--- config.mk ---
export PLATFORM = sky130hd
export DESIGN_NAME = edge_bit_packer
export DESIGN_NICKNAME = d
export VERILOG_FILES = /design/src/rtl/edge_bit_packer.sv
export SDC_FILE = /design/constraint.sdc
export NUM_CORES = 1
export LEC_CHECK = 0
export CORE_ASPECT_RATIO = 1.2
export CORE_UTILIZATION = 50
export DETAILED_ROUTE_END_ITERATION = 7
export PLACE_DENSITY = 0.7
export SYNTH_ARGS = -nofsm -noshare
export SYNTH_HDL_FRONTEND = slang
export SYNTH_SLANG_ARGS = --single-unit
--- constraint.sdc ---
create_clock -name clk -period 5.05 [get_ports clk]
set_clock_uncertainty 0.15 [all_clocks]
set_input_delay 0.505 -clock clk [delete_from_list [all_inputs] [get_ports clk]]
set_output_delay 0.505 -clock clk [all_outputs]
set_load 0.005 [all_outputs]
--- src/rtl/edge_bit_packer.sv ---
// edge_bit_packer: packs the Sobel edge-bit stream into bytes, buffers them in a FWFT FIFO and counts edges per frame
//   clk, rst (async, active-high)
//   edge_in/edge_valid            : edge bit stream, no backpressure
//   byte_out/byte_last/byte_valid : FIFO head, byte_ready accepts it
//   edge_count/count_valid        : edge tally of the last frame, one-cycle update pulse
//   overflow                      : sticky, a committed byte was dropped
module edge_bit_packer #(
   parameter int IMG_WIDTH  = 256,
   parameter int IMG_HEIGHT = 256,
   parameter int FIFO_DEPTH = 16
) (
   input  logic        clk,
   input  logic        rst,
   input  logic        edge_in,
   input  logic        edge_valid,
   output logic [7:0]  byte_out,
   output logic        byte_valid,
   input  logic        byte_ready,
   output logic        byte_last,
   output logic [16:0] edge_count,
   output logic        count_valid,
   output logic        overflow
);
   localparam int PPF = (IMG_WIDTH - 2) * (IMG_HEIGHT - 2);
   localparam int PW  = (PPF > 1) ? $clog2(PPF) : 1;
   localparam int AW  = $clog2(FIFO_DEPTH);
   logic [PW-1:0] pix_cnt;
   logic [2:0]    bit_idx;
   logic [6:0]    pack;
   logic [16:0]   tally;
   logic [7:0]    mem_d [FIFO_DEPTH];
   logic          mem_l [FIFO_DEPTH];
   logic [AW:0]   wr_ptr, rd_ptr;
   logic          frame_end, commit, empty, full, rd, wr;
   logic [7:0]    wdata;
   assign frame_end   = edge_valid && pix_cnt == PW'(PPF - 1);
   assign commit      = edge_valid && (bit_idx == 3'd7 || frame_end);
   // pack only ever holds bits below bit_idx, so upper bits of a short final byte are already 0
   assign wdata       = {1'b0, pack} | (8'(edge_in) << bit_idx);
   assign empty       = wr_ptr == rd_ptr;
   assign full        = wr_ptr[AW] != rd_ptr[AW] && wr_ptr[AW-1:0] == rd_ptr[AW-1:0];
   assign rd          = !empty && byte_ready;
   // a read on the same edge frees the slot, so a write into a full FIFO is still accepted
   assign wr          = commit && (!full || rd);
   assign byte_valid  = !empty;
   assign byte_out    = empty ? 8'd0 : mem_d[rd_ptr[AW-1:0]];
   assign byte_last   = empty ? 1'b0 : mem_l[rd_ptr[AW-1:0]];
   always_ff @(posedge clk) begin
      if (wr) begin
         mem_d[wr_ptr[AW-1:0]] <= wdata;
         mem_l[wr_ptr[AW-1:0]] <= frame_end;
      end
   end
   always_ff @(posedge clk or posedge rst) begin
      if (rst) begin
         pix_cnt     <= '0;
         bit_idx     <= '0;
         pack        <= '0;
         tally       <= '0;
         wr_ptr      <= '0;
         rd_ptr      <= '0;
         edge_count  <= '0;
         count_valid <= 1'b0;
         overflow    <= 1'b0;
      end else begin
         count_valid <= frame_end;
         if (edge_valid) begin
            pix_cnt <= frame_end ? '0 : pix_cnt + 1'b1;
            bit_idx <= commit ? 3'd0 : bit_idx + 3'd1;
            pack    <= commit ? 7'd0 : pack | (7'(edge_in) << bit_idx);
            tally   <= frame_end ? 17'd0 : tally + 17'(edge_in);
         end
         if (frame_end) edge_count <= tally + 17'(edge_in);
         if (wr) wr_ptr <= wr_ptr + 1'b1;
         if (rd) rd_ptr <= rd_ptr + 1'b1;
         if (commit && !wr) overflow <= 1'b1;
      end
   end
endmodule

## After elaboration in Yosys (flattened, before gate mapping)

Memory sizes are Yosys's and may differ from the RTL's.
Cells that the tools add are included.

| storage, ports and cells | value |
|---|---|
| register bits after elaboration | 72 |
| RAM bits | 144 |
| input bits | 5 |
| output and inout bits | 29 |
| logic and storage cells | 44 |
| memories kept | 2 |

Memory list:

| memory | words | bits a word | read ports | clocked after memory_dff | write ports | line | RTL |
|---|---|---|---|---|---|---|---|
| mem_d | 16 | 8 | 1 | 0 | 1 | 31 | `logic [7:0] mem_d [FIFO_DEPTH];` |
| mem_l | 16 | 1 | 1 | 0 | 1 | 32 | `logic mem_l [FIFO_DEPTH];` |

| cells by class | value |
|---|---|
| add/subtract/negate cells | 5 |
| eq/ne operators | 5 |
| shift-type cells | 2 |
| muxes and demuxes | 8 |
| bitwise logic cells | 2 |
| reduce and logical (&&, ||, !) cells | 11 |

Operators with widths:

| kind | number |
|---|---|
| $add A17 B1 Y17 | 1 |
| $mux W17 | 1 |
| $add A16 B1 Y16 const B | 1 |
| $eq A16 B16 Y1 const B | 1 |
| $mux W16 | 1 |
| $add A5 B1 Y5 const B | 2 |
| $mux W8 | 1 |
| $or A7 B8 Y8 | 1 |
| $shl A1 B3 Y8 | 1 |
| $mux W7 | 1 |
| $or A7 B7 Y7 | 1 |
| $shl A1 B3 Y7 | 1 |
| $logic_and A1 B1 Y1 | 6 |
| $eq A5 B5 Y1 | 1 |
| $eq A4 B4 Y1 | 1 |
| $add A3 B1 Y3 const B | 1 |
| $eq A3 B3 Y1 const B | 1 |
| $logic_not A1 Y1 | 3 |
| $mux W1 | 3 |
| $mux W3 | 1 |
| $logic_or A1 B1 Y1 | 2 |
| $ne A1 B1 Y1 | 1 |

## Depth between registers and ports, before layout

| logic depth | value |
|---|---|
| depth in word-level cells | 7 |
| depth in mapped cells | 9 |
| mapped depth without buffers | 7 |

## Worst setup path before layout

Ideal clock, no wire load.

| timing path | value |
|---|---|
| kind | input -> register |
| start | input edge_valid |
| end | memory mem_d[3][0], enable pin |
| library setup time | 0.387 ns |
| arrival time | 2.587 ns |
| data required time | 4.513 ns |
| slack | 1.926 ns |
| stages | 9 |
| path buffers | 3 |
| cell sequence | clkbuf_1 > nand4bb_1 > or4_1 > buf_4 > clkinv_4 > o221a_4 > buf_6 > nand2_1 > nor3_1 |

| on the way | value |
|---|---|
| longest elaborated chain between the ends | 6 |

Ends and longest elaborated chain:

| item | line | RTL |
|---|---|---|
| start: declaration | 15 | `input logic edge_valid,` |
| $logic_and A1 B1 Y1 | 36 | `assign frame_end = edge_valid && pix_cnt == PW'(PPF - 1);` |
| $logic_or A1 B1 Y1 | 37 | `assign commit = edge_valid && (bit_idx == 3'd7 \|\| frame_end);` |
| $logic_and A1 B1 Y1 * | 37 |  |
| $logic_and A1 B1 Y1 * | 44 | `assign wr = commit && (!full \|\| rd);` |
| $mux W1 * | 49 | `if (wr) begin` |
| $mux W1 (not written as such) * | 50 | `mem_d[wr_ptr[AW-1:0]] <= wdata;` |
| end: declaration | 31 |  |

Mark *: on every way between the ends. The rest lies on a longest branch, timed or not.

## Worst setup path in the final report

| timing path | value |
|---|---|
| start | register rd_ptr[1] |
| end | output byte_out[6] |

| on the way | value |
|---|---|
| longest elaborated chain between the ends | 2 |
| elaborated cells between the ends (all ways) | 3 |
| those cells by class | 1 x eq/ne; 1 x mux; 1 x memory |

Ends and longest elaborated chain:

| item | line | RTL |
|---|---|---|
| start: declaration | 33 | `logic [AW:0] wr_ptr, rd_ptr;` |
| start signal: assignment | 75 | `if (rd) rd_ptr <= rd_ptr + 1'b1;` |
| $mem_v2 Z16 W8 or $eq A5 B5 Y1 (tied branches) | - |  |
| $mux W8 * | 46 | `assign byte_out = empty ? 8'd0 : mem_d[rd_ptr[AW-1:0]];` |
| end: declaration | 16 | `output logic [7:0] byte_out,` |

Marks and branches as above.

==> impl_metrics.ini <==
[sta]
fin_crit_ns = 3.88
post-route-period-util_pct = 76.8
slew_violations = 0
hold_violations = 0
fin_setup_tns_ns = 0
fmax_mhz = 258
slew_headroom_pct = 22.4
setup-violations-final = 0
tightest_slew_ns = 1.16
rsz0062_at_grt = no

[critical_path]
r2r-end = mem_d[7][2]
startpoint_type = flip-flop
crit_type = flip-flop to primary output
rr_worst_depth = 6
cp.buffers_inverters = 2
cp.arrival_ns = 3.22
cp.required_ns = 4.39
end_kind = primary output
slowest_delay_ns = 0.82
crit_fanout = 23
r2r_start = pix_cnt[4]
reg2reg_slack_ns = 1.69
crit_family = buffers and inverters
slowest_stage = dfrtp_2
cp_cell_sequence = buf_4 -> mux4_2 -> a22oi_1 -> a21oi_1 -> clkdlybuf4s50_1

[layout]
fin_cells = 875
design_area_um2 = 10300
fin_nets = 653
final_cell_mix = edfxtp_1 (144), dfrtp_1 (71), nor2_1 (42)
area_growth_pct = 14.0
num_antenna_cells = 0
layout_commonest_cell = edfxtp_1
drive_above_1_share_pct = 13.9

[run]
maxCapViolations = 0

[logic_synthesis]
async_reset_ff_share_pct = 33.3
synth_top_cell_by_area = edfxtp_1
synthTopCellsByArea = edfxtp_1 (48%), dfrtp_1 (20%), mux4_2 (9.0%), xnor2_1 (2.3%), nor2_1 (1.7%)
synthXorXnorAreaFrac_pct = 4.05
synthSimpleGateAreaFrac_pct = 8.42
yosys_warnings = 0
synth_top_family_by_area = multiplexers
ys.flop_type = edfxtp_1
netlist_instances = 607
yosysUniqueCellTypes = 45
syn-num-nets = 622
synth-seq-cells = 216
ys_seq_area_share_pct = 67.7
netlist_area_um2 = 9050
synth.top_cell.area_share_pct = 47.8
synthAdderAreaFrac_pct = 1.38
avgSynthCellArea_um2 = 14.9
synth_compound_area_share_pct = 6.63
synth_edf_count = 144
synthMuxAreaShare_pct = 9.64

[drt]
ant_nets = 0
firstDrtPassIters = 7
first_iter_violations = 359
wirelength_um = 17900
drc = 4
drt-vias-per-instance = 5.85
vias = 5121
wire_per_inst_um = 20.4

[clocking]
cts_tree = done
clkLatencyLatePin_ns = 0.51
cts_made_buffers = 23
clk_pin_slew_ns = 0.06
post_cts_resized = 0
post_cts_buffers = 0
htreeDepth = 1
cts_hold_buffers = 0
clk_path_buf_depth = 3
ctsRootBufferMaster = clkbuf_16
cts_sinks = 216

[global_routing]
grt_first_pass_wirelength_um = 29100
grt_max_degree = 59
grt_overflow = 0
grt_util_all_layers_pct = 20.2
grt_pass1_vias = 5333
antenna_found_initial = 0

[pwr]
ir_worst_vdd_mv = 0.331
p_per_area_nw_per_um2 = 527
power_switching_mw = 1.63
p_int_mw = 3.81
swShare_pct = 29.9
p_clk_share_pct = 30.9
combPwrFrac_pct = 24.8
power.leakage_nw = 3.82
p_seq_share_pct = 44.3

[die]
initial_utilization_pct = 51.3
core_area_um2 = 17600
num_io_pins = 34
die_area_um2 = 18700
die_h_um = 149
dieWidth_um = 125
rows = 53

[placed_design]
gp_congestion = 0.798
dp.cells = 833
dpl.hpwl_um = 11600
post_dp_cell_area_um2 = 9570
port_buffers = 33

[min_path]
hold_path.class = primary input to async pin

[run_status]
violations = design-rule violations
status = complete, but fails checks
## power groups by stage
stage / clock (mW) / combinational [mW] / sequential, mW
after floorplan: 0 / 0.989 / 2.28
after CTS: 1.71 / 1.36 / 2.41
after global placement: 0 / 1.32 / 2.43
after global routing: 1.79 / 1.46 / 2.44
final: 1.68 / 1.35 / 2.41
after detailed placement: 0 / 1.36 / 2.44
## worst reg2reg max path, stage by stage, from the launching register on
cell and delay [ns]:
dfrtp_1 0.42, or4_1 0.54, or4_1 0.41, buf_4 0.23, clkinv_4 0.32, o221a_4 0.42, and3_1 0.51
## area by class of cell
| class | instances | area, µm² |
|---|---|---|
| multi-input combinational | 344 | 2730 |
| timing repair buffer | 40 | 383 |
| sequential | 216 | 6130 |
| inverter | 13 | 53.8 |
| clock inverter | 16 | 173 |
| clock buffer | 26 | 587 |
| fill | 1347 | 7310 |
| tap | 220 | 275 |
## routing by layer
layer	vias to the layer above	track usage [%]	wire length, µm
li1	2360	-	-
met1	2602	26.8	7820
met2	130	34.7	8840
met3	29	3.15	795
met4	0	6.40	415
met5	-	0	0
## flip-flops by register name, indices dropped and copies added (netlist names)
| name | flops |
|---|---|
| mem_l | 16 |
| wr_ptr | 5 |
| rd_ptr | 5 |
| count_valid | 1 |
| tally | 17 |
| bit_idx | 3 |
| edge_count | 17 |
| overflow | 1 |
| mem_d | 128 |
| pack | 7 |
| pix_cnt | 16 |
## through the flow
step                      hold WS [ns]  setup slack (ns)  power, mW  utilization (%)
final                            0.275              1.17       5.44             58.5
after global routing             0.340             0.952       5.69             58.5
after CTS                        0.305              1.11       5.48             58.5
after detailed placement         0.319              1.10       3.80             54.2
after global placement           0.308              1.20       3.76             54.2
after floorplan                  0.299              1.93       3.27                -
## cell usage after synthesis (2+ instances only)
| cell | n |
|---|---|
| and3_1 | 21 |
| nor4_1 | 2 |
| clkbuf_1 | 18 |
| edfxtp_1 | 144 |
| nor3_1 | 6 |
| mux2i_1 | 4 |
| ha_1 | 10 |
| o21ai_0 | 28 |
| or4_1 | 2 |
| o41ai_1 | 2 |
| mux4_2 | 36 |
| xnor2_1 | 24 |
| buf_1 | 7 |
| nand4bb_1 | 2 |
| nand2_1 | 41 |
| and2_1 | 2 |
| dfrtp_1 | 72 |
| nand3_1 | 19 |
| o22ai_1 | 2 |
| mux2_2 | 2 |
| o31ai_1 | 5 |
| o2bb2ai_1 | 5 |
| buf_2 | 7 |
| nor2b_1 | 4 |
| nand4_1 | 10 |
| a21o_1 | 7 |
| nor2_1 | 42 |
| xor2_1 | 16 |
| a22oi_1 | 18 |
| a21oi_1 | 20 |
| a31oi_1 | 4 |
| inv_1 | 12 |
## worst max-delay path by stage
stage	startpoint	endpoint	slack, ns	cells past startpoint
4_1_cts	rd_ptr[1]	byte_out[4]	1.11	5
3_3_place_gp	edge_valid	mem_d[7][5]	1.20	8
6_report	rd_ptr[1]	byte_out[6]	1.17	5
3_5_place_dp	edge_valid	mem_d[7][5]	1.10	8
5_1_grt	rd_ptr[2]	byte_out[7]	0.95	5
2_1_floorplan	edge_valid	mem_d[3][0]	1.93	9
## cell families after synthesis
| family | after synthesis |
|---|---|
| flops | 216 |
| simple gates | 157 |
| compound gates | 94 |
| buf+inv | 47 |
| mux | 42 |
| xor+xnor | 41 |
| fa+ha+maj | 10 |
Note: power is estimated with default switching activity, not from simulation.
==> patch 1 (config.mk and constraints unchanged) <==
Set the parameter `IMG_WIDTH` to 512 (it was 256).
--- a/src/rtl/edge_bit_packer.sv
+++ b/src/rtl/edge_bit_packer.sv
@@ -5,7 +5,7 @@
 //   edge_count/count_valid        : edge tally of the last frame, one-cycle update pulse
 //   overflow                      : sticky, a committed byte was dropped
 module edge_bit_packer #(
-   parameter int IMG_WIDTH  = 256,
+   parameter int IMG_WIDTH  = 512,
    parameter int IMG_HEIGHT = 256,
    parameter int FIFO_DEPTH = 16
 ) (
Formal check against the unedited RTL: no difference found for any inputs over 10 cycles, from zero or initial values and one cycle with rst high; that may be too few to reach the edited logic, so the function may still have changed.
==> patch 1 against the unedited design <==
- wire length is 4.2% higher
- non-clock buffer count is 3 higher
- sequential cell count is 1 higher
- area after synthesis is 2.9% higher
- setup slack worse by 0.011 ns
- global-route usage is 0.10 points higher
- total power is 1.2% lower
- cell area is 2.4% higher
- critical path type unchanged
==> patch 1: results (changes against the unedited design) <==
stage	metric	value	unit	change
setup_path	worst setup path start	rd_ptr[0]		was rd_ptr[1]
detailed_routing	drt first pass iters	4		was 7
status	status	finished clean		was finished with violations
placed_design	Placer Congestion	0.792		was 0.798
clocking	CTS buffer count	22		was 23
detailed_routing	drt wl/cell	20.7	um	was 20.4 um
synth	Synth Net Count	642		was 622
placed_design	Placed Cells	860		was 833
synth	post-synthesis sequential area ratio	0.660		was 0.677
timing	worst slew pin tran	1.33	ns	was 1.16 ns
grt	initial antenna violation count	0		unchanged
placed_design	HPWL after DPL	12400	um	was 11600 um
detailed_routing	vias per inst	5.86		was 5.85
grt	largest net degree at the start of global routing	48		was 59
synth	Async SR Flop Fraction	0.336		was 0.333
finish	flip-flop count of the largest register after layout	128		unchanged
finish	share of cells above drive strength 1	0.150		was 0.139
power	Leak Pwr	3.83	nW	was 3.82 nW
setup_path	crit-path max FO	22		was 23
worst_hold_path	worst min-delay path class	reg -> reg		was in -> async
grt	first-pass GRT wire length	29800	um	was 29100 um
power	switching share of power	0.294		was 0.299
synth	top cells by count, synth	edfxtp_1 (144), dfrtp_1 (73), nor2_1 (48), mux4_2 (36), nand2_1 (33)		was edfxtp_1 (144), dfrtp_1 (72), nor2_1 (42), nand2_1 (41), mux4_2 (36)
grt	number of global-route vias before repair	5424		was 5333
detailed_routing	DR iter-0 viols	470		was 359
grt	gr usage total	0.203		was 0.202
synth	Synth area leaders	edfxtp_1 (46%), dfrtp_1 (20%), mux4_2 (8.7%), xnor2_1 (2.2%), nor2_1 (1.9%)		was edfxtp_1 (48%), dfrtp_1 (20%), mux4_2 (9.0%), xnor2_1 (2.3%), nor2_1 (1.7%)
finish	Non-Filler Instances	899		was 875
synth	Mapped Cells	627		was 607
finish	Nets	675		was 653
setup_path	reg2reg path depth	5		was 6
placed_design	Port Buf Inserts	33		unchanged
power	worst vdd ir	298	uV	was 331 uV
setup_path	Worst EP arrival	3.23	ns	was 3.22 ns
finish	fillers	1403		was 1347
worst_hold_path	hold endpoint	edge_count[0]		
synth	post-synthesis cell type count	56		was 45
setup_path	R2R Path Start	pix_cnt[2]		was pix_cnt[4]
setup_path	R2R Path End	mem_d[11][0]		was mem_d[7][2]
## patch 1: kinds of logic after synthesis
logic type	Yosys count	synth area share
XOR/XNOR	40	0.0392
buffers and inverters	48	0.0217
flip-flops	217	0.660
multiplexers	51	0.103
AND/OR/NAND/NOR	177	0.102
adder cells (fa/ha/maj)	10	0.0134
AO/OA/AOI/OAI	84	0.0601
## patch 1: cell type report
type                       count  area (um2)  area share
clock buffer                  28         604      0.0572
clock inverter                11         105     0.00994
inverter                      14        52.6     0.00497
multi-input combinational    362        2970       0.281
sequential                   217        6150       0.582
tap                          224         280      0.0265
timing repair buffer          43         405      0.0383
## patch 1: per-stage QoR
stage | hold slack [ns] | area (um2) | worst slack (ns)
floorplan | 0.305 | 9320 | 1.98
global placement | 0.306 | 9860 | 1.36
detailed placement | 0.304 | 9860 | 1.21
CTS | 0.331 | 10600 | 1.09
global route | 0.363 | 10600 | 0.973
finish | 0.331 | 10600 | 1.16
## patch 1: power groups by stage
stage	Sequential (mW)	Clock (mW)	Combinational, mW
floorplan	2.29	0	1.02
global placement	2.47	0	1.31
detailed placement	2.48	0	1.35
CTS	2.45	1.62	1.35
global route	2.48	1.68	1.45
finish	2.45	1.59	1.33
## patch 1: how the worst max path moves through the flow
| stage | depth (start not counted) | slack, ns | endpoint |
|---|---|---|---|
| 3_5_place_dp | 7 | 1.21 | mem_d[11][7] |
| 3_3_place_gp | 7 | 1.36 | mem_d[11][2] |
| 5_1_grt | 5 | 0.97 | byte_last |
| 6_report | 5 | 1.16 | byte_out[0] |
| 2_1_floorplan | 6 | 1.98 | mem_d[0][0] |
| 4_1_cts | 5 | 1.09 | byte_out[2] |
## patch 1: layer usage
layer	wire length, um	vias up	track usage
met5	0	-	0
met4	575	0	0.0687
met3	634	37	0.0232
met2	9360	119	0.358
met1	8050	2667	0.265
li1	-	2448	-
## patch 1: worst max-delay path: stages, from the launching register on
cell             delay (ns)
dfrtp_2                0.76
buf_4                  0.49
mux4_2                 0.58
mux2i_1                0.28
a211oi_1               0.13
clkdlybuf4s50_1        0.49
==> patch 2 (same flow settings) <==
Without the edit above. Compare `pix_cnt` against `PW'(PPF - 1)` with >= in place of ==.
--- a/src/rtl/edge_bit_packer.sv
+++ b/src/rtl/edge_bit_packer.sv
@@ -33,7 +33,7 @@
    logic [AW:0]   wr_ptr, rd_ptr;
    logic          frame_end, commit, empty, full, rd, wr;
    logic [7:0]    wdata;
-   assign frame_end   = edge_valid && pix_cnt == PW'(PPF - 1);
+   assign frame_end   = edge_valid && pix_cnt >= PW'(PPF - 1);
    assign commit      = edge_valid && (bit_idx == 3'd7 || frame_end);
    // pack only ever holds bits below bit_idx, so upper bits of a short final byte are already 0
    assign wdata       = {1'b0, pack} | (8'(edge_in) << bit_idx);
Behaviour: no difference found for any inputs over 10 cycles, from zero or initial values and one cycle with rst high; that may be too few to reach the edited logic, so the function may still have changed.
==> patch 2 against the unedited design <==
- sequential cell count unchanged
- total power grew 0.34%
- largest cell class unchanged
- count of clock-buffer cells in the layout down 1
- synthesized cell count up 2.8%
- critical path depth is the same
- cell area up 3.5%
- setup slack got worse by 0.068 ns
- global-route usage down 0.34 points
- highest routed layer unchanged
- die area up 3.7%
- non-clock buffer count up 5
- wire length increased by 3.3%
- area after synthesis grew 3.7%
==> patch 2: results (changes against the unedited design) <==
stage	metric	value	unit	change
status	status	finished clean		was finished with violations
detailed_routing	total wire length	18500	um	was 17900 um
setup_path	worst setup path start	rd_ptr[0]		was rd_ptr[1]
grt	Global Route met2 Usage	0.341		was 0.347
synth	post-synthesis sequential area ratio	0.652		was 0.677
clocking	CTS buffer count	22		was 23
synth	Post-Synth Adder-Cell Area	0.0133		was 0.0138
detailed_routing	wire length on met3	846	um	was 795 um
synth	multiplexer share of the synthesized area	0.101		was 0.0964
synth	complex-gate fraction of the synthesized area	0.0655		was 0.0663
setup_path	crit path to	byte_out[3]		was byte_out[6]
finish	share of cells above drive strength 1	0.169		was 0.139
setup_path	crit-path max FO	27		was 23
power	Leak Pwr	3.85	nW	was 3.82 nW
placed_design	Placer Congestion	0.801		was 0.798
detailed_routing	via count	5273		was 5121
detailed_routing	drt first pass iters	5		was 7
detailed_routing	met2 wire length	9310	um	was 8840 um
synth	top cells by count, synth	edfxtp_1 (144), dfrtp_1 (72), nand2_1 (44), nor2_1 (40), mux4_2 (36)		was edfxtp_1 (144), dfrtp_1 (72), nor2_1 (42), nand2_1 (41), mux4_2 (36)
synth	post-synthesis cell type count	59		was 45
grt	gr usage total	0.199		was 0.202
finish	fillers	1416		was 1347
power	worst vdd ir	307	uV	was 331 uV
detailed_routing	DR iter-0 viols	416		was 359
setup_path	R2R Path Start	bit_idx[1]		was pix_cnt[4]
setup_path	reg-to-reg setup timing slack	1.78	ns	was 1.69 ns
grt	met1 Track Usage GR	0.257		was 0.268
power	Net Switching	1.60	mW	was 1.63 mW
synth	Synth Net Count	639		was 622
clocking	Max clock buf depth	3		unchanged
synth	Async SR Flop Fraction	0.333		unchanged
synth	Syn Area/Cell	15.1	um2	was 14.9 um2
placed_design	HPWL after DPL	11800	um	was 11600 um
setup_path	Worst EP arrival	3.29	ns	was 3.22 ns
detailed_routing	drt wl/cell	19.9	um	was 20.4 um
grt	first-pass GRT wire length	29800	um	was 29100 um
synth	Synth area leaders	edfxtp_1 (46%), dfrtp_1 (19%), mux4_2 (8.6%), xnor2_1 (2.2%), nand2_1 (1.8%)		was edfxtp_1 (48%), dfrtp_1 (20%), mux4_2 (9.0%), xnor2_1 (2.3%), nor2_1 (1.7%)
grt	GR met3 Demand/Resource	0.0298		was 0.0315
grt	number of global-route vias before repair	5552		was 5333
finish	Nets	674		was 653
setup_path	reg2reg path depth	7		was 6
setup_path	R2R Path End	mem_d[0][5]		was mem_d[7][2]
finish	flip-flop count of the largest register after layout	128		unchanged
detailed_routing	wl on met1	7680	um	was 7820 um
timing	worst slew pin tran	1.20	ns	was 1.16 ns
grt	largest net degree at the start of global routing	48		was 59
synth	post-synthesis xor/xnor area fraction	0.0373		was 0.0405
placed_design	Port Buf Inserts	33		unchanged
synth	Yosys warnings	0		unchanged
patch 2: cell count changes in the layout (fill, tap and decap cells not counted), sizes merged, moves of 5 or more:
cell    change
nor2b       +7
buf         +5
and4        +5
nor3       +12
nand2       +6
a21oi      -14
mux2i       +5
a21o       +10
a22oi      -17
a211oi     +18
and3       -17
a22o        +8
patch 2: metrics by stage:
step / setup WS, ns / area, um2 / power (mW) / util
floorplan: 2.21 / 9390 / 3.33 / -
detailed placement: 1.20 / 9930 / 3.82 / 0.542
CTS: 0.984 / 10700 / 5.52 / 0.584
finish: 1.11 / 10700 / 5.46 / 0.584
global route: 0.896 / 10700 / 5.70 / 0.584
global placement: 1.28 / 9930 / 3.77 / 0.542
patch 2: how the worst min path moves through the flow:
stage                       start       endpoint  slack, ns
floorplan                tally[0]       tally[0]       0.31
finish                        rst    pix_cnt[12]       0.24
CTS                           rst        pack[5]       0.24
global placement    edge_count[1]  edge_count[1]       0.31
detailed placement  edge_count[1]  edge_count[1]       0.32
global route                  rst        pack[4]       0.29
patch 2: final cells by class:
cell class,instances,area share
clock inverter,15,0.0164
sequential,216,0.573
timing repair buffer,45,0.0393
tap,252,0.0295
multi-input combinational,364,0.283
clock buffer,25,0.0546
inverter,10,0.00398
patch 2: power by group through the flow:
| stage | Sequential (mW) | Clock, mW | Combinational, mW |
|---|---|---|---|
| after global routing | 2.43 | 1.78 | 1.49 |
| final | 2.40 | 1.69 | 1.37 |
| after global placement | 2.42 | 0 | 1.35 |
| after detailed placement | 2.44 | 0 | 1.39 |
| after floorplan | 2.27 | 0 | 1.05 |
| after CTS | 2.40 | 1.72 | 1.39 |
patch 2: critical path: stages (launching register included):
cell	delay, ns
dfrtp_2	0.94
buf_4	0.42
mux4_2	0.55
mux2i_1	0.26
a211oi_1	0.13
clkdlybuf4s50_1	0.49
